==> src/rtl/p32_fwd_pkg.sv <==
// Shared defaults, stage indices and the destination-tag entry for the p32 forwarding unit.
// Tag dst is held at a fixed maximum width so the struct stays usable for any ADDR_W up to it.
package p32_fwd_pkg;

   localparam int P32_DATA_W     = 32;
   localparam int P32_ADDR_W     = 5;
   localparam int P32_NREAD      = 2;
   localparam int P32_NSTAGE     = 3;
   localparam int P32_LOAD_READY = 1;
   localparam int P32_CNT_W      = 16;

   localparam int STG_EX  = 0;
   localparam int STG_MEM = 1;
   localparam int STG_WB  = 2;

   localparam int TAG_ADDR_W = 8;

   typedef struct packed {
      logic                  v;
      logic [TAG_ADDR_W-1:0] dst;
      logic                  ld;
   } tag_t;

endpackage

==> src/rtl/p32_fwd_port.sv <==
// One operand port: youngest-match priority select across the tag pipeline,
// operand mux and load-use hazard flag.
module p32_fwd_port
   import p32_fwd_pkg::*;
#(
   parameter int DATA_W     = P32_DATA_W,
   parameter int ADDR_W     = P32_ADDR_W,
   parameter int NSTAGE     = P32_NSTAGE,
   parameter int LOAD_READY = P32_LOAD_READY
)(
   input  logic                         i_rd_en,
   input  logic [ADDR_W-1:0]            i_rd_addr,
   input  logic [DATA_W-1:0]            i_rd_in,
   input  logic [NSTAGE*DATA_W-1:0]     i_stage_data,
   input  logic [NSTAGE-1:0]            i_tag_v,
   input  logic [NSTAGE-1:0]            i_tag_ld,
   input  logic [NSTAGE*TAG_ADDR_W-1:0] i_tag_dst,
   output logic [DATA_W-1:0]            o_rd_out,
   output logic                         o_hazard
);

   logic [TAG_ADDR_W-1:0] w_addr_ext;
   logic                  w_hit;
   logic                  w_hit_ld;
   logic                  w_hit_early;
   logic [DATA_W-1:0]     w_fwd;

   always_comb begin
      w_addr_ext = '0;
      w_addr_ext[ADDR_W-1:0] = i_rd_addr;
   end

   // Scan oldest to youngest so the youngest matching stage is the last to overwrite.
   always_comb begin
      w_hit       = 1'b0;
      w_hit_ld    = 1'b0;
      w_hit_early = 1'b0;
      w_fwd       = i_rd_in;
      for (int s = NSTAGE - 1; s >= 0; s--) begin
         if (i_tag_v[s] && (i_tag_dst[s*TAG_ADDR_W +: TAG_ADDR_W] == w_addr_ext)) begin
            w_hit       = 1'b1;
            w_hit_ld    = i_tag_ld[s];
            w_hit_early = (s < LOAD_READY);
            w_fwd       = i_stage_data[s*DATA_W +: DATA_W];
         end
      end
   end

   assign o_rd_out = (i_rd_addr == '0) ? '0 : w_fwd;
   assign o_hazard = i_rd_en & w_hit & w_hit_ld & w_hit_early & (i_rd_addr != '0);

endmodule

==> src/rtl/p32_fwd_scoreboard.sv <==
// Forwarding/bypass unit: owns the EX..WB destination-tag pipeline, forwards to NREAD
// operand ports and raises the decode stall on load-use hazards, counting stall cycles.
module p32_fwd_scoreboard
   import p32_fwd_pkg::*;
#(
   parameter int DATA_W     = P32_DATA_W,
   parameter int ADDR_W     = P32_ADDR_W,
   parameter int NREAD      = P32_NREAD,
   parameter int NSTAGE     = P32_NSTAGE,
   parameter int LOAD_READY = P32_LOAD_READY,
   parameter int CNT_W      = P32_CNT_W
)(
   input  logic                     m_clock,
   input  logic                     p_reset,
   input  logic                     id_valid,
   input  logic                     id_we,
   input  logic                     id_load,
   input  logic [ADDR_W-1:0]        id_dst,
   input  logic                     flush,
   input  logic [NREAD-1:0]         rd_en,
   input  logic [NREAD*ADDR_W-1:0]  rd_addr,
   input  logic [NREAD*DATA_W-1:0]  rd_in,
   input  logic [NSTAGE*DATA_W-1:0] stage_data,
   output logic [NREAD*DATA_W-1:0]  rd_out,
   output logic                     stall_out,
   output logic [CNT_W-1:0]         stall_count
);

   tag_t                         r_tag [NSTAGE];
   logic [CNT_W-1:0]             r_stall_count;
   tag_t                         w_tag_in;
   logic                         w_accept;
   logic [NREAD-1:0]             w_hazard;
   logic [NSTAGE-1:0]            w_tag_v;
   logic [NSTAGE-1:0]            w_tag_ld;
   logic [NSTAGE*TAG_ADDR_W-1:0] w_tag_dst;

   // Flush beats stall: a flushed decode slot never stalls and never enters EX.
   assign stall_out = id_valid & ~flush & (|w_hazard);
   assign w_accept  = id_valid & id_we & (id_dst != '0) & ~stall_out & ~flush;

   always_comb begin
      w_tag_in = '0;
      if (w_accept) begin
         w_tag_in.v                = 1'b1;
         w_tag_in.dst[ADDR_W-1:0]  = id_dst;
         w_tag_in.ld               = id_load;
      end
   end

   always_ff @(posedge m_clock or negedge p_reset) begin
      if (!p_reset) begin
         for (int s = 0; s < NSTAGE; s++) begin
            r_tag[s] <= '0;
         end
      end else begin
         r_tag[0] <= w_tag_in;
         for (int s = 1; s < NSTAGE; s++) begin
            r_tag[s] <= r_tag[s-1];
         end
      end
   end

   always_ff @(posedge m_clock or negedge p_reset) begin
      if (!p_reset) begin
         r_stall_count <= '0;
      end else if (stall_out && (r_stall_count != '1)) begin
         r_stall_count <= r_stall_count + 1'b1;
      end
   end

   assign stall_count = r_stall_count;

   genvar gi;
   generate
      for (gi = 0; gi < NSTAGE; gi++) begin : g_tag_flat
         assign w_tag_v[gi]                               = r_tag[gi].v;
         assign w_tag_ld[gi]                              = r_tag[gi].ld;
         assign w_tag_dst[gi*TAG_ADDR_W +: TAG_ADDR_W]    = r_tag[gi].dst;
      end

      for (gi = 0; gi < NREAD; gi++) begin : g_port
         p32_fwd_port #(
            .DATA_W     (DATA_W),
            .ADDR_W     (ADDR_W),
            .NSTAGE     (NSTAGE),
            .LOAD_READY (LOAD_READY)
         ) u_port (
            .i_rd_en      (rd_en[gi]),
            .i_rd_addr    (rd_addr[gi*ADDR_W +: ADDR_W]),
            .i_rd_in      (rd_in[gi*DATA_W +: DATA_W]),
            .i_stage_data (stage_data),
            .i_tag_v      (w_tag_v),
            .i_tag_ld     (w_tag_ld),
            .i_tag_dst    (w_tag_dst),
            .o_rd_out     (rd_out[gi*DATA_W +: DATA_W]),
            .o_hazard     (w_hazard[gi])
         );
      end
   endgenerate

endmodule

==> config.mk <==
export PLATFORM = sky130hd
export DESIGN_NAME = p32_fwd_scoreboard
export DESIGN_NICKNAME = d
export VERILOG_FILES = /design/src/rtl/p32_fwd_pkg.sv /design/src/rtl/p32_fwd_port.sv /design/src/rtl/p32_fwd_scoreboard.sv
export SDC_FILE = /design/constraint.sdc
export NUM_CORES = 1
export LEC_CHECK = 0
export BUFFER_PORTS_ARGS = -buffer_cell sky130_fd_sc_hd__buf_4
export CORE_UTILIZATION = 40
export CTS_BUF_LIST = sky130_fd_sc_hd__clkbuf_4 sky130_fd_sc_hd__clkbuf_8
export CTS_CLUSTER_SIZE = 25
export DETAILED_ROUTE_END_ITERATION = 7
export GPL_TIMING_DRIVEN = 0
export PLACE_DENSITY = 0.77
export SETUP_SLACK_MARGIN = 0.02
export SLEW_MARGIN = 20
export SYNTH_ARGS = -nofsm -noshare
export SYNTH_HDL_FRONTEND = slang
export SYNTH_HIERARCHICAL = 1
export SYNTH_SLANG_ARGS = --single-unit
==> constraint.sdc <==
create_clock -name m_clock -period 8.15 [get_ports m_clock]
set_input_delay 1.63 -clock m_clock [delete_from_list [all_inputs] [get_ports m_clock]]
set_output_delay 1.63 -clock m_clock [all_outputs]
set_load 0.01 [all_outputs]
== Word level (Yosys, flattened, before mapping) ==
Index checks and enable logic that the tools add are counted.
W data, S select, Z words.
Cells by class
  $add $sub $neg: 1
  eq/ne operators: 7
  multiplexer cells: 24
  bitwise logic cells: 16
  reductions and logical operators: 13
Operators with widths (number)
  $mux W32: 8
  $eq A5 B5 Y1: 6
  $add A16 B1 Y16 const B: 1
  $ne A16 B16 Y1 const B: 1
  $mux W1: 15
  $reduce_bool A5 Y1: 3
  $and A1 B1 Y1: 14
  $logic_not A5 Y1: 2
  $logic_and A1 B1 Y1: 7
  $mux W6: 1
  $not A1 Y1: 2
  $reduce_or A2 Y1: 1
Word-level totals
  register bits: 37
  output and inout bits: 81
  word-level logic and storage cells: 71

== Depth between registers and ports, before layout ==
  depth in word-level cells: 15
  gate-level depth with buffers: 11
  depth with buffers taken out: 9

== Hierarchy ==
Netlist, hierarchy kept.
By module, submodules not included
  p32_fwd_port: times used 2, cells each 219, area each 1337.5 um^2
  p32_fwd_scoreboard: times used 1, cells each 103, area each 1356.3 um^2

== Worst setup path before layout ==
No wires, ideal clock.
  path type: input-to-output
  start point: input rd_addr[6]
  end point: output stall_out
  arrival time: 2869 ps
  data required time: 6520 ps
  path slack: 3651 ps
  cell stages on the path: 8
  path buffers: 2
  path through: xor2_1 > nor4_1 > nand3_1 > buf_6 > buf_6 > nor2_1 > nor2_1 > nor2_1
On the way
  word-level cells in the longest chain between the ends: 11
  elaborated cells on any way between the ends: 20
  classes of those cells: eq/ne: 3; mux: 7; bitwise: 5; reduce/logical: 5
RTL lines
  from (decl): RTL line p32_fwd_scoreboard.sv:21  | input logic [NREAD*ADDR_W-1:0] rd_addr,
  $eq A5 B5 Y1: RTL line p32_fwd_port.sv:40  | if (i_tag_v[s] && (i_tag_dst[s*TAG_ADDR_W +: TAG_ADDR_W] == w_addr_ext)) begin
  $logic_and A1 B1 Y1: RTL line p32_fwd_port.sv:40
  $mux W1 (3 in a row): RTL line p32_fwd_port.sv:40
  $and A1 B1 Y1 (3 in a row): RTL line p32_fwd_port.sv:50  | assign o_hazard = i_rd_en & w_hit & w_hit_ld & w_hit_early & (i_rd_addr != '0);
  $and A1 B1 Y1 *: RTL line p32_fwd_port.sv:50
  named net w_hazard[1]: RTL line p32_fwd_scoreboard.sv:33  | logic [NREAD-1:0] w_hazard;
  $reduce_or A2 Y1 *: RTL line p32_fwd_scoreboard.sv:39  | assign stall_out = id_valid & ~flush & (|w_hazard);
  $and A1 B1 Y1 *: RTL line p32_fwd_scoreboard.sv:39
  to (decl): RTL line p32_fwd_scoreboard.sv:25  | output logic stall_out,
The timed path passes the listed nets; every way through them passes the cells marked *.

== Worst setup path after layout ==
  start point: input rd_addr[0]
  end point: output rd_out[23]
On the way
  word-level cells in the longest chain between the ends: 6
  elaborated cells on any way between the ends: 11
  classes of those cells: eq/ne: 3; mux: 4; reduce/logical: 4
RTL lines
  $eq A5 B5 Y1: RTL line p32_fwd_port.sv:40
  $logic_and A1 B1 Y1: RTL line p32_fwd_port.sv:40
  $mux W32 (3 in a row): RTL line p32_fwd_port.sv:40
  $mux W32 *: RTL line p32_fwd_port.sv:49  | assign o_rd_out = (i_rd_addr == '0) ? '0 : w_fwd;
  to (decl): RTL line p32_fwd_scoreboard.sv:24  | output logic [NREAD*DATA_W-1:0] rd_out,
Every way passes the cells marked *; elsewhere a longest branch is shown, timed or not.

==> metrics.md <==
| Metric | Value |
|---|---|
| Reg2reg end | `stall_count[11]$_DFFE_PN0P_` |
| CTS Buffer Depth | `2` |
| H-tree Lvls | `2` |
| Hold EP | `r_tag[19]$_DFF_PN0_` |
| Core area | `9729 um2` |
| Overflow after GRT | `0` |
| Hold Buf Count CTS | `0` |
| HP Start | `r_tag[29]$_DFF_PN0_` |
| ANT nets after route | `0` |
| HP Class | `flop to flop` |
| DR vias/cell | `5.916` |
| Setup violators final | `0` |
| Worst r2r path cells | `11` |
| Area Overhead vs Synth | `57.61%` |
| Critical Path End Type | `output port` |
| Initial antenna violation count | `0` |
| Ant diodes | `0` |
| Setup TNS Final | `0 ns` |
| Initial core utilization | `40.92%` |
| Fin util | `64.49%` |
| Slew @ Worst Pin | `0.5968 ns` |
| Mean post-synth cell area | `7.386 um2` |
| Via count | `5679` |
| Max Used Layer | `met4` |
| CTS tree | `built` |
| Min cycle time layout | `5.203 ns` |
| R2R Path Start | `r_tag[29]$_DFF_PN0_` |
| PortBufs | `263` |
| Slew HR | `60.21%` |
| Die area | `10360 um2` |
| Arrival @ worst endpoint | `3.57 ns` |
| Status | `completed` |
| Placer Congestion | `1.004` |
| Fin. max-slew vios | `0` |
| Setup crit start kind | `input pin` |
| Vias in the first global route | `5371` |
| Met1 wire length | `7485 um` |
| Worst reg2reg setup slack | `5.16 ns` |
| PostCTS Resize Cnt | `0` |
| Clock sinks | `35` |
| Die H | `101.8 um` |
| Routed length per instance | `20.18 um` |
| WS Path Type | `input pin to output port` |
| Number of remaining DRC errors | `0` |
| Pwr Total | `502.0 uW` |
| Die W | `101.8 um` |
| WP data required | `6.52 ns` |
| Clock Latency Late Sink | `0.29 ns` |
| Clock Pin Slew Worst Setup and Hold Paths | `0.07 ns` |
| Met2 wire len | `9202 um` |
| Max-cap violations | `0` |
| DRT Pass-1 Iters | `5` |
| Met3 wire len | `1750 um` |
| Syn Inst Count | `539` |
| Crit Path Max Fanout | `10` |
| Max Fclk | `192.2 MHz` |
| Number of setup buffers added after CTS | `0` |
| Routed WL | `19370 um` |
| First-pass GRT wire length | `29390 um` |
| Fraction of layout cells with a size suffix above 1 | `35.43%` |
| Leakage | `2.715 nW` |
| Post-synthesis cell area | `3981 um2` |
| Clock Skews | `0.006121 ns` |
| Total CTS buffers | `5` |
| Iter 0 DRT Violations | `398` |
| Period utilization | `63.83%` |
| Largest net degree at the start of global routing | `36` |
| NumNets Final | `1010` |
| Dpl hpwl | `14790 um` |
| Total GRT Usage | `36.81%` |
| Synth warn | `6` |
| Power Density | `80.00 nW/um2` |
| Max VDD drop | `85.16 uV` |
| Hold Crit Depth | `0` |
| Fin. Hold Viols | `0` |
| Root Buffer | `clkbuf_8` |
| I/O pin count | `264` |
| Site Rows | `36` |
| RSZ-0062 raised after global routing | `no` |
layout by cell type, fill, tap and decap left out, drive strengths merged, types with 3 or more instances in the layout:
cell	instances
a31oi	64
and2	5
and3	3
buf	279
clkbuf	45
conb	18
dfrtp	35
nand2	75
nand3	15
nand4	4
nor2	17
nor3	5
nor4	3
nor4b	4
o211ai	65
o21ai	64
o21bai	64
or2	4
xnor2	29
xor2	14
worst max path at each step:
stage | start | endpoint | depth (start not counted)
2_1_floorplan | rd_addr[6] | stall_out | 8
3_3_place_gp | rd_addr[0] | rd_out[23] | 9
3_5_place_dp | rd_addr[0] | rd_out[23] | 9
4_1_cts | rd_addr[0] | rd_out[23] | 9
5_1_grt | rd_addr[3] | rd_out[23] | 8
6_report | rd_addr[0] | rd_out[23] | 9
metrics by stage:
| step | hold slack (ns) | cell area [um2] | instances | setup WS [ns] |
|---|---|---|---|---|
| 6_report | 0.3940 | 6275 | 960 | 2.947 |
| 3_5_place_dp | 0.3928 | 6186 | 952 | 2.989 |
| 5_1_grt | 0.4086 | 6275 | 960 | 2.826 |
| 2_1_floorplan | 0.3581 | 4045 | 556 | 3.651 |
| 4_1_cts | 0.3993 | 6275 | 960 | 2.984 |
| 3_3_place_gp | 0.3683 | 6186 | 952 | 3.018 |
state kept, by name, indices dropped and copies added (netlist names):
register     count
r_tag           19
stall_count     16
worst max-delay path, stage by stage:
cell	delay (ns)
buf_4	0.14
xnor2_1	0.12
nand3_1	0.24
or2_1	0.14
clkbuf_2	0.15
clkbuf_1	0.45
o211ai_1	0.15
a31oi_1	0.35
buf_4	0.19
power by group:
group | internal (mW) | switching, mW | total, mW
clock network | 0.0666 | 0.0614 | 0.128
registers | 0.176 | 0.00251 | 0.179
logic | 0.110 | 0.0852 | 0.195
total | 0.353 | 0.149 | 0.502
per-layer routing:
layer,up-vias,track usage [%]
met2,373,58.52
met1,2657,47.24
met5,-,0
li1,2580,-
met3,69,8.075
met4,0,17.84
layout make-up:
cell class | count | area, um2
tap | 133 | 166.4
buffer | 54 | 297.8
timing repair buffer | 263 | 1974
clock buffer | 7 | 83.83
sequential | 35 | 875.8
multi-input combinational | 465 | 2864
clock inverter | 1 | 5.005
inverter | 2 | 7.507
fill | 918 | 3455
No activity file was read; power rests on OpenSTA's default activity.
